==> src/rtl/mac_stop_seq.sv <==
// mac_stop_seq: computes C = A x B one multiply-accumulate per cycle over registered-read memories.
// Build macro MAC_STOP_SEQ_SIGNED_EN selects two's-complement A/B arithmetic (default unsigned).
`timescale 1ns/1ps
`default_nettype none

module mac_stop_seq #(
    parameter int M                        = 4,
    parameter int K                        = 4,
    parameter int N                        = 4,
    parameter int DATA_WIDTH_INIT_MATRIX   = 32,
    parameter int DATA_WIDTH_RESULT_MATRIX = 2*DATA_WIDTH_INIT_MATRIX+$clog2(K)
) (
    input  logic                                clk,
    input  logic                                reset,
    input  logic                                start,
    output logic                                busy,
    output logic                                done,
    output logic [$clog2(M)-1:0]                row_addr_a,
    output logic [$clog2(K)-1:0]                col_addr_a,
    output logic                                matrix_a_re,
    input  logic [DATA_WIDTH_INIT_MATRIX-1:0]   data_out_a,
    output logic [$clog2(K)-1:0]                row_addr_b,
    output logic [$clog2(N)-1:0]                col_addr_b,
    output logic                                matrix_b_re,
    input  logic [DATA_WIDTH_INIT_MATRIX-1:0]   data_out_b,
    output logic [$clog2(M)-1:0]                row_addr_c,
    output logic [$clog2(N)-1:0]                col_addr_c,
    output logic                                matrix_c_we,
    output logic [DATA_WIDTH_RESULT_MATRIX-1:0] data_in_c,
    output logic [2:0]                          dbg_state
);

    localparam int DW = DATA_WIDTH_INIT_MATRIX;
    localparam int RW = DATA_WIDTH_RESULT_MATRIX;
    localparam int MW = $clog2(M);
    localparam int KW = $clog2(K);
    localparam int NW = $clog2(N);

    localparam logic [MW-1:0] I_LAST = MW'(M-1);
    localparam logic [KW-1:0] K_LAST = KW'(K-1);
    localparam logic [NW-1:0] J_LAST = NW'(N-1);

    typedef enum logic [2:0] {
        S_IDLE  = 3'd0,
        S_FETCH = 3'd1,
        S_DRAIN = 3'd2,
        S_WRITE = 3'd3,
        S_DONE  = 3'd4
    } state_t;

    state_t          r_state;
    state_t          w_next;
    logic [MW-1:0]   r_i;
    logic [KW-1:0]   r_k;
    logic [NW-1:0]   r_j;
    logic [RW-1:0]   r_acc;
    logic            r_prod_vld;
    logic            w_last_elem;
    logic [RW-1:0]   w_prod_ext;

    // Operands are widened before multiplying so the full 2*DW product is kept.
`ifdef MAC_STOP_SEQ_SIGNED_EN
    logic signed [2*DW-1:0] w_prod;
    assign w_prod = $signed({{DW{data_out_a[DW-1]}}, data_out_a})
                  * $signed({{DW{data_out_b[DW-1]}}, data_out_b});
    assign w_prod_ext = RW'(w_prod);
`else
    logic [2*DW-1:0] w_prod;
    assign w_prod = {{DW{1'b0}}, data_out_a} * {{DW{1'b0}}, data_out_b};
    assign w_prod_ext = RW'(w_prod);
`endif

    assign w_last_elem = (r_i == I_LAST) && (r_j == J_LAST);

    always_ff @(posedge clk) begin
        if (reset) begin
            r_state    <= S_IDLE;
            r_i        <= '0;
            r_j        <= '0;
            r_k        <= '0;
            r_acc      <= '0;
            r_prod_vld <= 1'b0;
        end else begin
            r_state    <= w_next;
            // Read data for a FETCH cycle arrives one cycle later.
            r_prod_vld <= (r_state == S_FETCH);
            if ((r_state == S_WRITE) || ((r_state == S_IDLE) && start)) begin
                r_acc <= '0;
            end else if (r_prod_vld) begin
                r_acc <= r_acc + w_prod_ext;
            end
            case (r_state)
                S_IDLE: begin
                    if (start) begin
                        r_i <= '0;
                        r_j <= '0;
                        r_k <= '0;
                    end
                end
                S_FETCH: begin
                    if (r_k != K_LAST) r_k <= r_k + 1'b1;
                end
                S_WRITE: begin
                    // Counters freeze on the final element so addresses hold.
                    if (!w_last_elem) begin
                        r_k <= '0;
                        if (r_j == J_LAST) begin
                            r_j <= '0;
                            r_i <= r_i + 1'b1;
                        end else begin
                            r_j <= r_j + 1'b1;
                        end
                    end
                end
                default: ;
            endcase
        end
    end

    always_comb begin
        w_next      = r_state;
        busy        = (r_state != S_IDLE);
        done        = 1'b0;
        matrix_a_re = 1'b0;
        matrix_b_re = 1'b0;
        matrix_c_we = 1'b0;
        data_in_c   = '0;
        case (r_state)
            S_IDLE:  if (start) w_next = S_FETCH;
            S_FETCH: begin
                matrix_a_re = 1'b1;
                matrix_b_re = 1'b1;
                if (r_k == K_LAST) w_next = S_DRAIN;
            end
            S_DRAIN: w_next = S_WRITE;
            S_WRITE: begin
                matrix_c_we = 1'b1;
                data_in_c   = r_acc;
                w_next      = w_last_elem ? S_DONE : S_FETCH;
            end
            S_DONE: begin
                done   = 1'b1;
                w_next = S_IDLE;
            end
            default: w_next = S_IDLE;
        endcase
    end

    assign row_addr_a = r_i;
    assign col_addr_a = r_k;
    assign row_addr_b = r_k;
    assign col_addr_b = r_j;
    assign row_addr_c = r_i;
    assign col_addr_c = r_j;
    assign dbg_state  = r_state;

endmodule

`default_nettype wire

==> config.mk <==
export PLATFORM = sky130hd
export DESIGN_NAME = mac_stop_seq
export DESIGN_NICKNAME = d
export VERILOG_FILES = /design/src/rtl/mac_stop_seq.sv
export SDC_FILE = /design/constraint.sdc
export NUM_CORES = 2
export LEC_CHECK = 0
export CAP_MARGIN = 40
export CELL_PAD_IN_SITES_DETAIL_PLACEMENT = 1
export CELL_PAD_IN_SITES_GLOBAL_PLACEMENT = 2
export CORE_MARGIN = 2
export CORE_UTILIZATION = 43
export CTS_CLUSTER_SIZE = 24
export DETAILED_ROUTE_END_ITERATION = 8
export DONT_BUFFER_PORTS = 1
export GPL_TIMING_DRIVEN = 1
export PLACE_DENSITY = 0.93
export SYNTH_ARGS = -nofsm -noshare
export SYNTH_HDL_FRONTEND = slang
export SYNTH_SLANG_ARGS = --single-unit
==> constraint.sdc <==
create_clock -name clk -period 14.7 [get_ports clk]
set_input_delay 3.675 -clock clk [delete_from_list [all_inputs] [get_ports clk]]
set_output_delay 3.675 -clock clk [all_outputs]
set_load 0.02 [all_outputs]
==> impl_results.md <==
* First-pass GRT wire length at 186,500 µm
* Top FF cell, synth: dfxtp_1
* DP HPWL at 95,020 µm
* Slew Viols, Final at 0
* Post-CTS setup buffers at 0
* Syn_area_per_cell at 8.809 µm²
* Synth area leader: fa_1
* Synth warn at 0
* Setup TNS at 0 ns
* Worst hold path depth at 2
* Share of layout cells above drive strength 1 at 0.009942
* Post-synthesis compound-gate area fraction at 0.04649
* Vias per cell at 5.302
* Measured slew at the worst slew-check pin at 0.7226 ns
* Layout Nets at 5,404
* CP required at 14.96 ns
* Antenna cell count at 0
* Hold_buf cts at 0
* RePlAce Congestion at 0.8727
* Initial detailed-routing violation count at 1,463
* Initial Utilization at 0.4343
* Core area at 88,370 µm²
* Crit Path Max Fanout at 32
* FF-to-FF path depth at 27
* Most frequent cell after synthesis: inv_1
* Gr ovfl total at 0
* Yosys top cell area share at 0.5018
* Synth Instances at 4,357
* Clock Skew at 0.008842 ns
* Post-Route WL at 114,900 µm
* Vias in the first global route at 32,380
* CTS Buf Count at 9
* RSZ-0062 raised after global routing: false
* Fraction of registers with async set/reset at 0
* Port Buffer Count at 0
* Synthesized area at 38,380 µm²
* DR pass1 iterations at 7
* Area growth, synth to finish at 2.008%
* Slew HR at 0.5183
* Clock Latency Late Sink at 0.36 ns
* Via count at 28,040
* DR WL/cell at 21.73 µm
* Final setup violation count at 0
* Seq/Total Area, Yosys at 0.03964
* Die height at 302.8 µm
* Drt drc at 0
* CTS tree: done
* Final ANT Viol Nets at 0
* Initial antenna violation count at 4
* Post-synth EDFFs at 0
* Clk slew on worst S/H paths at 0.07 ns
* Arrival @ worst endpoint at 11.68 ns
* PostCTS Resize Cnt at 0
* GRT Util Overall at 0.2645
* Htree depth at 3
* Register bit count reported by yosys at 76
* Portion of netlist area occupied by mux cells at 0.01069
* Post-route minimum period at 11.43 ns
* CP Launch Type: primary input
* Fin. Hold Viols at 0
* Die Footprint at 91,670 µm²
* Clk sinks at 76
* Largest net degree at the start of global routing at 60
* Root buf cell: clkbuf_16
* Tcrit/Tclk final at 0.7774
* WS Path Type: in2reg
* Adder-Cell Fraction of Synth Area at 0.5852
* Outcome: complete, no violations
* Max_cap viols at 0
* Tightest Hold Check Type: reg2reg
* Register-to-register setup slack at 6.23 ns
* Commonest cells in the netlist: 1,086 x inv_1, 962 x fa_1, 622 x nand2_1
* XOR/XNOR share of the synthesized area at 0.01232
* Max Buffers Root-to-Sink at 2
* Distinct cells, synth at 73
* Net count after synthesis at 5,642
* Slowest Stage Delay on Critical Path at 0.57 ns
* Simple-gate share of the synthesized area at 0.1712
* Number of placement rows at 109
* Max Clk Rate at 0.08750 GHz
* Slowest CP cell: fa_1
* CP Capture Type: register
* Synth area leaders: fa_1 50%, inv_1 11%, ha_1 8.3%
* # IOs at 153
* Die Wd at 302.8 µm
* Main combinational cell family by area after synthesis: adder cells
[final timing paths]
kind                     to            from
setup / recovery  r_acc[65]  data_out_a[16]
hold / removal    r_acc[28]       r_acc[28]
setup reg to reg  r_acc[65]       r_acc[18]
hold reg to reg   r_acc[28]       r_acc[28]
[area by class of cell]
cell class              instances  area (µm²)
inverters                    1086        4076
clock inverters                 7       81.33
clock buffers                   9       225.2
repair buffers                  7       85.08
fillers                     10370       49220
flip-flops and latches         76        1525
multi-input cells            2939       31700
well taps                    1165        1458
[registers in the layout, indices dropped and copies added (netlist names)]
register    count
col_addr_a      2
col_addr_b      2
dbg_state       3
r_acc          66
r_prod_vld      1
row_addr_a      2
[per-layer routing]
metal / vias to the layer above / routed length, µm / track usage
met2: 807 / 54340 / 0.4318
met1: 15030 / 52350 / 0.3835
met4: 0 / 1779 / 0.05008
met5: - / 0 / 0
met3: 116 / 6439 / 0.03015
li1: 12090 / - / -
[metrics by stage]
| stage | setup slack, ns | hold slack, ns | instances | utilization | area, µm² |
|---|---|---|---|---|---|
| after floorplan | 3.334 | 0.4250 | 4357 | - | 38380 |
| after global placement | 2.951 | 0.4556 | 5271 | 0.4390 | 38800 |
| after detailed placement | 2.951 | 0.4680 | 5273 | 0.4396 | 38850 |
| after CTS | 3.272 | 0.4865 | 5289 | 0.4430 | 39150 |
| after global routing | 2.903 | 0.5069 | 5289 | 0.4430 | 39150 |
| final | 3.272 | 0.4845 | 5289 | 0.4430 | 39150 |
[placed cells by master (no fill, tap or decap), types with 15 or more instances in the layout]
cell      count
xnor2_1      32
nor2_1      138
and2_1      496
nand4_1      23
nand2_1     622
nand3_1      15
a21o_1       36
a21oi_1      90
dfxtp_1      75
o21ai_0      39
xor2_1       22
o21bai_1     17
mux2i_1      41
ha_1        256
inv_1      1086
fa_1        962
[critical path: cells and delay by family]
| kind | cells | cell delay, ns |
|---|---|---|
| AO/OA/AOI/OAI | 7 | 2.02 |
| adder cells (fa/ha/maj) | 9 | 4.57 |
| buffers and inverters | 8 | 0.44 |
| AND/OR/NAND/NOR | 4 | 0.94 |
[cell families (layout without fill, tap and decap cells)]
logic type,count (synthesis),after routing
AOI/OAI and AO/OA,273,273
adders and majority gates,1218,1218
and+or+nand+nor,1353,1353
muxes,41,41
xor gates and xnor gates,54,54
DFF,76,76
buffers and inverters,1342,1109
Power is not shown: default switching activity piles up to over one toggle a cycle in this logic, so the estimate is an artifact.
